### src/rtl/fetch_queue_if.sv
// fetch_queue_if: bundles the instruction-memory port, the redirect input and
// the decode-side output handshake of the fetch queue.
//
// Handshake semantics (both channels):
//   imem_req/imem_addr: a request is issued in every cycle imem_req is high.
//     The memory always accepts it. Responses come back in request order,
//     at least one cycle later, as imem_rvalid/imem_rdata.
//   out_valid/out_ready: the head entry is transferred in a cycle where both
//     are high. While out_valid is high and out_ready is low, out_instr and
//     out_pc_plus_step hold steady. out_valid never depends on out_ready.
interface fetch_queue_if #(
  parameter int ADDR_W = 32,
  parameter int DATA_W = 32
);
  logic              redirect;
  logic [ADDR_W-1:0] redirect_pc;
  logic              imem_req;
  logic [ADDR_W-1:0] imem_addr;
  logic              imem_rvalid;
  logic [DATA_W-1:0] imem_rdata;
  logic              out_valid;
  logic              out_ready;
  logic [DATA_W-1:0] out_instr;
  logic [ADDR_W-1:0] out_pc_plus_step;

  // Fetch queue side.
  modport master (
    input  redirect, redirect_pc, imem_rvalid, imem_rdata, out_ready,
    output imem_req, imem_addr, out_valid, out_instr, out_pc_plus_step
  );

  // Environment side: memory, branch resolution and decode.
  modport slave (
    output redirect, redirect_pc, imem_rvalid, imem_rdata, out_ready,
    input  imem_req, imem_addr, out_valid, out_instr, out_pc_plus_step
  );
endinterface

### src/rtl/fetch_queue.sv
// fetch_queue: decoupled instruction-fetch front end. Keeps up to DEPTH
// memory requests in flight, buffers responses in an in-order queue and
// hands them to decode. A redirect flushes the queue and discards the
// responses still owed by the memory for requests issued before it.
// Optional feature macro: FETCH_PERF_EN adds perf_stall_cycles, a saturating
// count of non-reset cycles with no valid instruction at the output.
module fetch_queue #(
  parameter int                ADDR_W    = 32,
  parameter int                DATA_W    = 32,
  parameter int                DEPTH     = 4,
  parameter logic [ADDR_W-1:0] INIT_ADDR = '0,
  parameter logic [ADDR_W-1:0] PC_STEP   = ADDR_W'(4)
) (
  input  logic          clk,
  input  logic          reset,
  fetch_queue_if.master bus
`ifdef FETCH_PERF_EN
  ,
  output logic [31:0]   perf_stall_cycles
`endif
);

  localparam int PTR_W = $clog2(DEPTH);
  localparam int CNT_W = PTR_W + 1;
  localparam int SUM_W = PTR_W + 2;

  logic [ADDR_W-1:0] fetch_pc;
  logic [ADDR_W-1:0] resp_pc;
  logic [DATA_W-1:0] q_instr [DEPTH];
  logic [ADDR_W-1:0] q_pc    [DEPTH];
  logic [PTR_W-1:0]  head;
  logic [PTR_W-1:0]  tail;
  logic [CNT_W-1:0]  count;
  logic [CNT_W-1:0]  outstanding;
  logic [CNT_W-1:0]  drop_cnt;
  logic [SUM_W-1:0]  credit_used;
  logic              issue;
  logic              push;
  logic              drop;
  logic              pop;

  // Every queue slot is reserved at issue time, so a response always has room.
  assign credit_used = SUM_W'(count) + SUM_W'(outstanding);
  assign issue       = !reset && !bus.redirect && (credit_used < SUM_W'(DEPTH));

  // A response is either owed to a flushed request (drop) or kept (push).
  // Anything arriving in a redirect cycle belongs to the old path.
  assign push = bus.imem_rvalid && (drop_cnt == '0) && !bus.redirect;
  assign drop = bus.imem_rvalid && (drop_cnt != '0) && !bus.redirect;

  assign bus.out_valid        = !reset && (count != '0) && !bus.redirect;
  assign pop                  = bus.out_valid && bus.out_ready;
  assign bus.imem_req         = issue;
  assign bus.imem_addr        = fetch_pc;
  assign bus.out_instr        = q_instr[head];
  assign bus.out_pc_plus_step = q_pc[head] + PC_STEP;

  // Control state: PCs, pointers, occupancy, in-flight and drop counters.
  always_ff @(posedge clk) begin
    if (reset) begin
      fetch_pc    <= INIT_ADDR;
      resp_pc     <= INIT_ADDR;
      head        <= '0;
      tail        <= '0;
      count       <= '0;
      outstanding <= '0;
      drop_cnt    <= '0;
    end else begin
      outstanding <= outstanding + CNT_W'(issue) - CNT_W'(bus.imem_rvalid);
      if (bus.redirect) begin
        fetch_pc <= bus.redirect_pc;
        resp_pc  <= bus.redirect_pc;
        head     <= '0;
        tail     <= '0;
        count    <= '0;
        drop_cnt <= outstanding - CNT_W'(bus.imem_rvalid);
      end else begin
        if (issue) fetch_pc <= fetch_pc + PC_STEP;
        if (drop) drop_cnt <= drop_cnt - CNT_W'(1);
        if (push) begin
          tail    <= tail + PTR_W'(1);
          resp_pc <= resp_pc + PC_STEP;
        end
        if (pop) head <= head + PTR_W'(1);
        count <= count + CNT_W'(push) - CNT_W'(pop);
      end
    end
  end

  // Queue storage; cleared on reset so the head reads as an empty entry.
  always_ff @(posedge clk) begin
    if (reset) begin
      for (int i = 0; i < DEPTH; i++) begin
        q_instr[i] <= '0;
        q_pc[i]    <= INIT_ADDR;
      end
    end else if (push) begin
      q_instr[tail] <= bus.imem_rdata;
      q_pc[tail]    <= resp_pc;
    end
  end

  // The credit scheme must never let a response land in a full queue,
  // and the memory must never answer a request that was not made.
  a_no_push_full: assert property (@(posedge clk) disable iff (reset)
    push |-> (count != CNT_W'(DEPTH)));
  a_no_orphan_rsp: assert property (@(posedge clk) disable iff (reset)
    bus.imem_rvalid |-> (outstanding != '0));

`ifdef FETCH_PERF_EN
  // Saturating count of cycles where decode had nothing to take.
  always_ff @(posedge clk) begin
    if (reset) begin
      perf_stall_cycles <= '0;
    end else if (!bus.out_valid && (perf_stall_cycles != '1)) begin
      perf_stall_cycles <= perf_stall_cycles + 32'd1;
    end
  end
`endif

endmodule
### src/flat_wrapper.sv
// flat-port wrapper written by rule: the top's interface ports become plain ports
module fetch_queue_flat 
#(
  parameter int                ADDR_W    = 32,
  parameter int                DATA_W    = 32,
  parameter int                DEPTH     = 4,
  parameter logic [ADDR_W-1:0] INIT_ADDR = '0,
  parameter logic [ADDR_W-1:0] PC_STEP   = ADDR_W'(4)
)
  (clk, reset, bus_redirect, bus_redirect_pc, bus_imem_rvalid, bus_imem_rdata, bus_out_ready, bus_imem_req, bus_imem_addr, bus_out_valid, bus_out_instr, bus_out_pc_plus_step);
  fetch_queue_if #(.ADDR_W(ADDR_W), .DATA_W(DATA_W)) bus_i ();
  input  logic clk;
  input  logic reset;
  input wire logic [$bits(bus_i.redirect)-1:0] bus_redirect;
  input wire logic [$bits(bus_i.redirect_pc)-1:0] bus_redirect_pc;
  input wire logic [$bits(bus_i.imem_rvalid)-1:0] bus_imem_rvalid;
  input wire logic [$bits(bus_i.imem_rdata)-1:0] bus_imem_rdata;
  input wire logic [$bits(bus_i.out_ready)-1:0] bus_out_ready;
  output wire logic [$bits(bus_i.imem_req)-1:0] bus_imem_req;
  output wire logic [$bits(bus_i.imem_addr)-1:0] bus_imem_addr;
  output wire logic [$bits(bus_i.out_valid)-1:0] bus_out_valid;
  output wire logic [$bits(bus_i.out_instr)-1:0] bus_out_instr;
  output wire logic [$bits(bus_i.out_pc_plus_step)-1:0] bus_out_pc_plus_step;
  assign bus_i.redirect = bus_redirect;
  assign bus_i.redirect_pc = bus_redirect_pc;
  assign bus_i.imem_rvalid = bus_imem_rvalid;
  assign bus_i.imem_rdata = bus_imem_rdata;
  assign bus_i.out_ready = bus_out_ready;
  assign bus_imem_req = bus_i.imem_req;
  assign bus_imem_addr = bus_i.imem_addr;
  assign bus_out_valid = bus_i.out_valid;
  assign bus_out_instr = bus_i.out_instr;
  assign bus_out_pc_plus_step = bus_i.out_pc_plus_step;
  fetch_queue #(.ADDR_W(ADDR_W), .DATA_W(DATA_W), .DEPTH(DEPTH), .INIT_ADDR(INIT_ADDR), .PC_STEP(PC_STEP)) u_core (.clk(clk), .reset(reset), .bus(bus_i));
endmodule
### config.mk
export PLATFORM = sky130hd
export DESIGN_NAME = fetch_queue_flat
export DESIGN_NICKNAME = d
export VERILOG_FILES = /design/src/rtl/fetch_queue_if.sv /design/src/rtl/fetch_queue.sv /design/src/flat_wrapper.sv
export SDC_FILE = /design/constraint.sdc
export NUM_CORES = 1
export LEC_CHECK = 0
export CORE_ASPECT_RATIO = 1.2
export CORE_UTILIZATION = 30
export CTS_BUF_LIST = sky130_fd_sc_hd__clkbuf_8 sky130_fd_sc_hd__clkbuf_16
export DETAILED_ROUTE_END_ITERATION = 8
export GPL_TIMING_DRIVEN = 0
export PLACE_DENSITY = 0.46
export SYNTH_ARGS = -nofsm -noshare
export SYNTH_HDL_FRONTEND = slang
export SYNTH_SLANG_ARGS = --single-unit
export TNS_END_PERCENT = 30
### constraint.sdc
create_clock -name clk -period 7.5 [get_ports clk]
set_input_delay 1.5 -clock clk [delete_from_list [all_inputs] [get_ports clk]]
set_output_delay 1.5 -clock clk [all_outputs]
set_load 0.05 [all_outputs]
==> reports/summary.md, run 1 <==
• completed — result of the run
• 0 — hold bufs inserted after CTS
• 1.567 ns — pre-CTS setup slack
• edfxtp_1 — most common flop cell mapped by yosys
• 0.1186 — slew margin rel.
• u_core.q_instr[1][25]$_SDFFCE_PN0P_ — capturing point of the worst reg2reg path
• clkbuf_16 — CTS Root Cell
• 208.7 µm — die outline width
• 2179 — Non-Filler Instances
• 50450 µm² — Core Area
• 165 — port buffer count
• 0 — diode count
• 0 — Post-CTS Setup Repair Bufs
• 1594 — nets@finish
• 6.00 ns — Req. time, crit path
• input port — Startpoint Class
• 1377 — post-synthesis net count
• 37 — cts bufs inserted
• 0 — number of antenna violations at the first check in global routing
• 5 — first-pass iteration count of the detailed router
• 2 — number of levels in the clock H-tree
• 5.937 ns — final critical delay including setup and external delays
• 4.905 — ratio of routed vias to standard cells
• 1.563 ns — final worst-path setup slack
• 0.3823 — utilization of the core after routing
• 0.7916 — Period Utilization, post-route
• 0 — max-capacitance violation count
• 66.48 mm — wire length of the first global-routing pass
• 236.6 nW/µm² — Pwr per Cell Area
• 0 — remaining design rule violation count
• flop to flop — Worst Hold Class
• 4.44 ns — WP data arrival
• 25.39% — Synth-to-Final Area Change
• 0.1068 — fraction of layout instances using a drive strength above 1
• 335 — clock sink count
• 1293 — number of standard cells after synthesis
• no — unrepaired setup endpoints after global routing
• input port to output port — Worst Path Class, Setup
• 52190 µm² — overall die area
• 0 — Slew Viols, Final
• 0 — number of setup violations in the final report
• 10690 — DR vias
• 90 — Std-Cell Rows
• 0 — async set-or-reset flop fraction in the synthesized netlist
• u_core.drop_cnt[0]$_SDFFE_PP0P_ — startpoint of the worst register-to-register path
• 0.1669 — overall routing resource usage
• 0 — count of yosys warnings during synthesis
• 0.3049 — Starting Density
• 11.90 µm² — synthesized area per cell
• 0 — Antenna Violating Nets Remaining
• 36 — maximum number of pins on one net before global-route repair
• 0.52 ns — Clk Latency, worst-skew pair
• 565 — DR iter-0 viols
• bus_redirect — start point of the critical path
• 43.49 mm — Final Routed Wirelength
• 4.36 ns — register-to-register setup slack
• bus_imem_req — Worst setup endpoint
• 0.0001169 V — VDD IR-drop max
• 0.06 ns — Worst-path clk slew
• 10 — highest fanout seen on the critical path
• output port — type of destination of the critical path
• 0.01520 ns — clock skew after layout
• 30.73 mm — half-perimeter wire length after detailed placement
• 0 — overflow left after global routing
• 1.317 ns — pin slew with the least headroom to its limit
• 15380 µm² — cell area after synthesis
• 57 — Cell variety after synth
• 250.1 µm — vertical die dimension
• 167 — ports placed on the boundary
• 0 — hold violation count in the final report
• 19290 µm² — post-layout instance area
• 0 — total of cells resized after clock tree synthesis
• 4.564 mW — total power consumption of the routed design
• 2115 — number of cells after detailed placement
• 3 — Max Root-Sink Buffers
• 7.066 nW — Leak
• 8 — cell depth of the worst flop-to-flop path
• 335 — FF+latch count, synth
• 0.6026 — share of synthesized area occupied by flip-flops and latches
• 18130 µm² — placed cell area
• 19.96 µm — DR WL/cell
• built — clock tree from TritonCTS
• 168.4 MHz — maximum clock rate
• 11160 — via count of the first global-routing pass
• 0.8000 — placer congestion estimate
• 256 — count of flip-flops with a built-in enable after synthesis
==> through the flow <==
| stage | hold WS, ns | TNS, ns |
|---|---|---|
| final | 0.4892 | 0 |
| after global routing | 0.5477 | 0 |
| after CTS | 0.4997 | 0 |
| after detailed placement | 0.4807 | 0 |
| after global placement | 0.4873 | -1008.29 |
| after floorplan | 0.4366 | 0 |
==> cells in the mapped netlist (2+ instances only) <==
cell type  count  area share
a211oi_1      22       0.011
a21boi_0       7      0.0034
a21oi_1       22      0.0072
a22oi_1        2     0.00098
a31oi_1       25       0.010
a41oi_1        5      0.0028
and2_1        13      0.0053
and3_1        11      0.0045
and3b_1        2      0.0011
and4_1         9      0.0051
buf_1          4     0.00098
buf_2         10      0.0033
buf_4          2     0.00098
buf_6          3      0.0022
clkbuf_1      53       0.013
dfxtp_1       79        0.10
edfxtp_1     256        0.50
fa_1           2      0.0026
ha_1          13       0.011
inv_1         82       0.020
mux4_1         2      0.0034
mux4_2        61       0.089
nand2_1      134       0.033
nand2b_1       3      0.0012
nand3_1       24      0.0078
nand4_1       35       0.014
nand4b_1       3      0.0017
nor2_1       254       0.062
nor3_1        12      0.0039
nor4_1         6      0.0024
nor4_4         2      0.0028
o211ai_1       4      0.0020
o21a_1         2     0.00098
o21ai_0       23      0.0075
o22ai_1        2     0.00081
o31ai_1        2     0.00098
or2_2          4      0.0016
or3_1         10      0.0041
or4_1          4      0.0020
xnor2_1       38       0.022
xor2_1        30       0.017
==> routing by layer <==
layer,global-route usage,vias to the layer above,routed length [µm]
met5,0,-,0
met4,0.04979,0,1052
met3,0.02482,67,1987
met2,0.2946,302,21730
met1,0.2099,5251,18720
li1,-,5069,-
==> critical path: stages <==
cell             delay [ns]
clkdlybuf4s50_1        0.55
nor2_1                 0.28
nand3_1                0.34
inv_1                  0.31
clkbuf_1               0.52
clkdlybuf4s50_1        0.92
==> report_power, final <==
part | internal, mW | switching, mW | total [mW]
Clock | 1.02 | 0.752 | 1.77
Combinational | 0.230 | 0.402 | 0.632
Sequential | 2.10 | 0.0584 | 2.16
==> area by class of cell <==
| type | count | area, µm² |
|---|---|---|
| plain buffers | 73 | 332.8 |
| inverters | 83 | 311.5 |
| clock buffers | 41 | 992.2 |
| clock inverters | 23 | 167.7 |
| flip-flops and latches | 335 | 9269 |
| repair buffers | 178 | 1894 |
| well taps | 644 | 805.8 |
| fillers | 4966 | 31160 |
| multi-input cells | 802 | 5515 |
==> cell usage in the layout, fill, tap and decap left out, types with 5 or more instances in the layout <==
cell type	n
edfxtp_1	256
nor2_1	254
clkdlybuf4s50_1	165
nand2_1	133
inv_1	84
dfxtp_1	79
mux4_2	61
clkbuf_1	53
xnor2_1	38
clkbuf_16	38
nand4_1	35
xor2_1	30
a31oi_1	25
nand3_1	24
a211oi_1	22
a21oi_1	22
o21ai_0	22
and2_1	13
ha_1	13
clkinv_2	13
nor3_1	12
and3_1	11
buf_2	10
or3_1	10
and4_1	9
buf_8	8
a21boi_0	7
nor4_1	6
a41oi_1	5
==> worst min-delay path by stage <==
| stage | depth (start not counted) | start | end | slack [ns] |
|---|---|---|---|---|
| final | 2 | u_core.bus.imem_addr[0]$_SDFFE_PP0P_ | u_core.bus.imem_addr[0]$_SDFFE_PP0P_ | 0.49 |
| after global routing | 2 | u_core.bus.imem_addr[0]$_SDFFE_PP0P_ | u_core.bus.imem_addr[0]$_SDFFE_PP0P_ | 0.55 |
| after CTS | 2 | u_core.bus.imem_addr[0]$_SDFFE_PP0P_ | u_core.bus.imem_addr[0]$_SDFFE_PP0P_ | 0.50 |
| after detailed placement | 2 | u_core.bus.imem_addr[0]$_SDFFE_PP0P_ | u_core.bus.imem_addr[0]$_SDFFE_PP0P_ | 0.48 |
| after global placement | 2 | u_core.bus.imem_addr[0]$_SDFFE_PP0P_ | u_core.bus.imem_addr[0]$_SDFFE_PP0P_ | 0.49 |
| after floorplan | 2 | u_core.resp_pc[0]$_SDFFE_PP0P_ | u_core.resp_pc[0]$_SDFFE_PP0P_ | 0.44 |
==> cells by family after synthesis <==
family / Yosys count / synth area share
AND/OR/NAND/NOR: 531 / 0.1570
buffers and inverters: 156 / 0.04189
adder cells (fa/ha/maj): 15 / 0.01318
XOR/XNOR: 68 / 0.03872
AO/OA/AOI/OAI: 122 / 0.05092
multiplexers: 66 / 0.09574
flip-flops: 335 / 0.6026
==> state kept, by name, indices dropped and copies added (netlist names), named ones only <==
| signal | count |
|---|---|
| u_core.tail | 2 |
| u_core.outstanding | 3 |
| u_core.bus.imem_addr | 32 |
| u_core.drop_cnt | 3 |
| u_core.q_pc | 128 |
| u_core.head | 2 |
| u_core.count | 3 |
| u_core.resp_pc | 32 |
| u_core.q_instr | 128 |
Power figures use the tool's default switching activity.
==> run 2: changes to the inputs <==
==> constraint.sdc (replaced) <==
create_clock -name clk -period 5.4 [get_ports clk]
set_input_delay 1.08 -clock clk [delete_from_list [all_inputs] [get_ports clk]]
set_output_delay 1.08 -clock clk [all_outputs]
set_load 0.05 [all_outputs]
==> results of run 2 <==
Same layout as run 1 (identical final DEF). Status: completed.
Among the figures that moved: setup slack after placement 1.567 ns -> 0.3073 ns; setup slack after layout 1.563 ns -> 0.3032 ns; register-to-register setup slack 4.36 ns -> 2.26 ns; total power 4.564 mW -> 6.339 mW; worst IR drop on VDD 0.0001169 V -> 0.0001623 V
==> run 3: changes to the inputs <==
--- a/config.mk
+++ b/config.mk
@@ -10,6 +10,7 @@
 export CTS_BUF_LIST = sky130_fd_sc_hd__clkbuf_8 sky130_fd_sc_hd__clkbuf_16
 export DETAILED_ROUTE_END_ITERATION = 8
 export GPL_TIMING_DRIVEN = 0
+export MAX_ROUTING_LAYER = met4
 export PLACE_DENSITY = 0.46
 export SYNTH_ARGS = -nofsm -noshare
 export SYNTH_HDL_FRONTEND = slang
==> run 3 against run 2 <==
Net effect:
- sequential share of layout area did not move
- maximum frequency rose by 0.73%
- routed wire length barely moved
- total power barely moved
- flip-flop and latch count did not move
- via count did not move
- final cell count did not move
- hold slack barely moved
- clock-buffer cell count did not move
- design area did not move
- largest cell class unchanged
- largest power group unchanged
==> reports/summary.md, run 3 (synthesized netlist as in run 1, its figures left out) <==
• completed — result of the run
• 5515 µm² — multi-input combinational cell area, unchanged
• 3 — Max Root-Sink Buffers, unchanged
• built — clock tree from TritonCTS
• output port — type of destination of the critical path
• 37 — cts bufs inserted, unchanged
• input port to output port — Worst Path Class, Setup
• 0.3049 — Starting Density, unchanged
• 0.1720 — overall routing resource usage, +0.005094
• edfxtp_1 — commonest non-fill, non-tap cell in the layout
• 587 — DR iter-0 viols, +3.9%
• 10690 — DR vias, unchanged
• 0.0001625 V — VDD IR-drop max
• 0 — hold bufs inserted after CTS, unchanged
• 36 — maximum number of pins on one net before global-route repair, unchanged
• 2 — number of levels in the clock H-tree, unchanged
• 0.4893 ns — minimum hold slack, +0.00008100 ns
• 5.060 ns — final critical delay including setup and external delays
• clkbuf_16 — CTS Root Cell
• 11140 — via count of the first global-routing pass, -0.22%
• 0 — overflow left after global routing, unchanged
• 0.8129 — placer congestion estimate, +1.6%
• 19.95 µm — DR WL/cell, about the same
• 165 — port buffer count, unchanged
• 0.9370 — Period Utilization, post-route
• 197.6 MHz — maximum clock rate
• 0 — total of cells resized after clock tree synthesis, unchanged
• 4966 — Filler Cell Count, unchanged
• 1.309 ns — pin slew with the least headroom to its limit, -0.008396 ns
• input port — Startpoint Class
• 43.48 mm — Final Routed Wirelength, about the same
• 0 — Antenna Violating Nets Remaining, unchanged
• 0 ns — final-layout setup total negative slack, unchanged
• 0.3073 ns — pre-CTS setup slack
• 30.73 mm — half-perimeter wire length after detailed placement, unchanged
• 66.47 mm — wire length of the first global-routing pass, about the same
• 52190 µm² — overall die area, unchanged
• 0 — number of setup violations in the final report, unchanged
• 0 — remaining design rule violation count, unchanged
• 0 — hold violation count in the final report, unchanged
• 7.066 nW — Leak, unchanged
• 335 — clock sink count, unchanged
• clkdlybuf4s50_1 — Top cell by count, worst path
• clkdlybuf4s50_1 > nor2_1 > nand3_1 > inv_1 > clkbuf_1 > clkdlybuf4s50_1 — worst path cell trace
• 167 — ports placed on the boundary, unchanged
• 2.26 ns — register-to-register setup slack
• 9269 µm² — total area of sequential cells, unchanged
• 0 — diode count, unchanged
• 10 — highest fanout seen on the critical path, unchanged
• 1594 — nets@finish, unchanged
• 0.01302 ns — clock skew after layout, -0.002181 ns
• 0 — number of antenna violations at the first check in global routing, unchanged
• 50450 µm² — Core Area, unchanged
• 0 — max-capacitance violation count, unchanged
• 0.52 ns — Clk Latency, worst-skew pair, about the same
• 256 x edfxtp_1, 254 x nor2_1, 165 x clkdlybuf4s50_1 — commonest non-fill, non-tap cells in the layout
• 0 — Slew Viols, Final, unchanged
• 5 — first-pass iteration count of the detailed router, unchanged
• 6.340 mW — total power consumption of the routed design
• 328.7 nW/µm² — Pwr per Cell Area
• 4.32 ns — Req. time, crit path
• 90 — Std-Cell Rows, unchanged
• 208.7 µm — die outline width, unchanged
• 0 — Post-CTS Setup Repair Bufs, unchanged
• u_core.q_instr (128), u_core.q_pc (128) — largest registers
• 0.91 ns — peak per-stage delay on the critical path, about the same
• 0.1242 — slew margin rel., +0.005618
• 0.1068 — fraction of layout instances using a drive strength above 1, unchanged
• 25.39% — Synth-to-Final Area Change, unchanged
• 0.07 ns — Worst-path clk slew, about the same
• 3.98 ns — WP data arrival
• 4.905 — ratio of routed vias to standard cells, unchanged
• 250.1 µm — vertical die dimension, unchanged
• no — unrepaired setup endpoints after global routing
• 0.3402 ns — final worst-path setup slack
• clkdlybuf4s50_1 — slowest library cell on the worst path
• flop to flop — Worst Hold Class
[run 3: final timing paths]
check | start | cells after the start | to
max | bus_redirect | 6 | bus_imem_req
min | u_core.bus.imem_addr[0]$_SDFFE_PP0P_ | 2 | u_core.bus.imem_addr[0]$_SDFFE_PP0P_
max reg2reg | u_core.drop_cnt[0]$_SDFFE_PP0P_ | 8 | u_core.q_instr[1][25]$_SDFFCE_PN0P_
min reg2reg | u_core.bus.imem_addr[0]$_SDFFE_PP0P_ | 2 | u_core.bus.imem_addr[0]$_SDFFE_PP0P_
[run 3: per-stage QoR]
| step | cell area [µm²] | utilization | cells |
|---|---|---|---|
| 3_3_place_gp | 17840 | 0.3536 | 2102 |
| 4_1_cts | 19290 | 0.3823 | 2179 |
| 2_1_floorplan | 15380 | - | 1293 |
| 6_report | 19290 | 0.3823 | 2179 |
| 5_1_grt | 19290 | 0.3823 | 2179 |
| 3_5_place_dp | 18130 | 0.3594 | 2115 |
[run 3: final cells by class]
class,count,share of cell area
repair buffers,178,0.09821
clock inverters,23,0.008692
clock buffers,41,0.05144
multi-input cells,802,0.2859
inverters,83,0.01615
well taps,644,0.04177
plain buffers,73,0.01725
flip-flops and latches,335,0.4805
[run 3: layer usage]
layer  track usage  share of wire  vias to the layer above  routed length [µm]
met1        0.2109           0.44                     5274               18950
li1              -              -                     5075                   -
met2        0.2945           0.50                      275               21710
met5             -              0                        -                   0
met4       0.04979          0.024                        0                1025
met3       0.02370          0.041                       65                1796
[run 3: power by group]
group	switching [mW]	internal [mW]
Clock	1.04	1.42
Sequential	0.0815	2.92
Combinational	0.559	0.320
[run 3: worst max-delay path, delay by kind of cell]
kind	cells	cell delay, ns
buffers and inverters	4	2.26
AND/OR/NAND/NOR	2	0.62
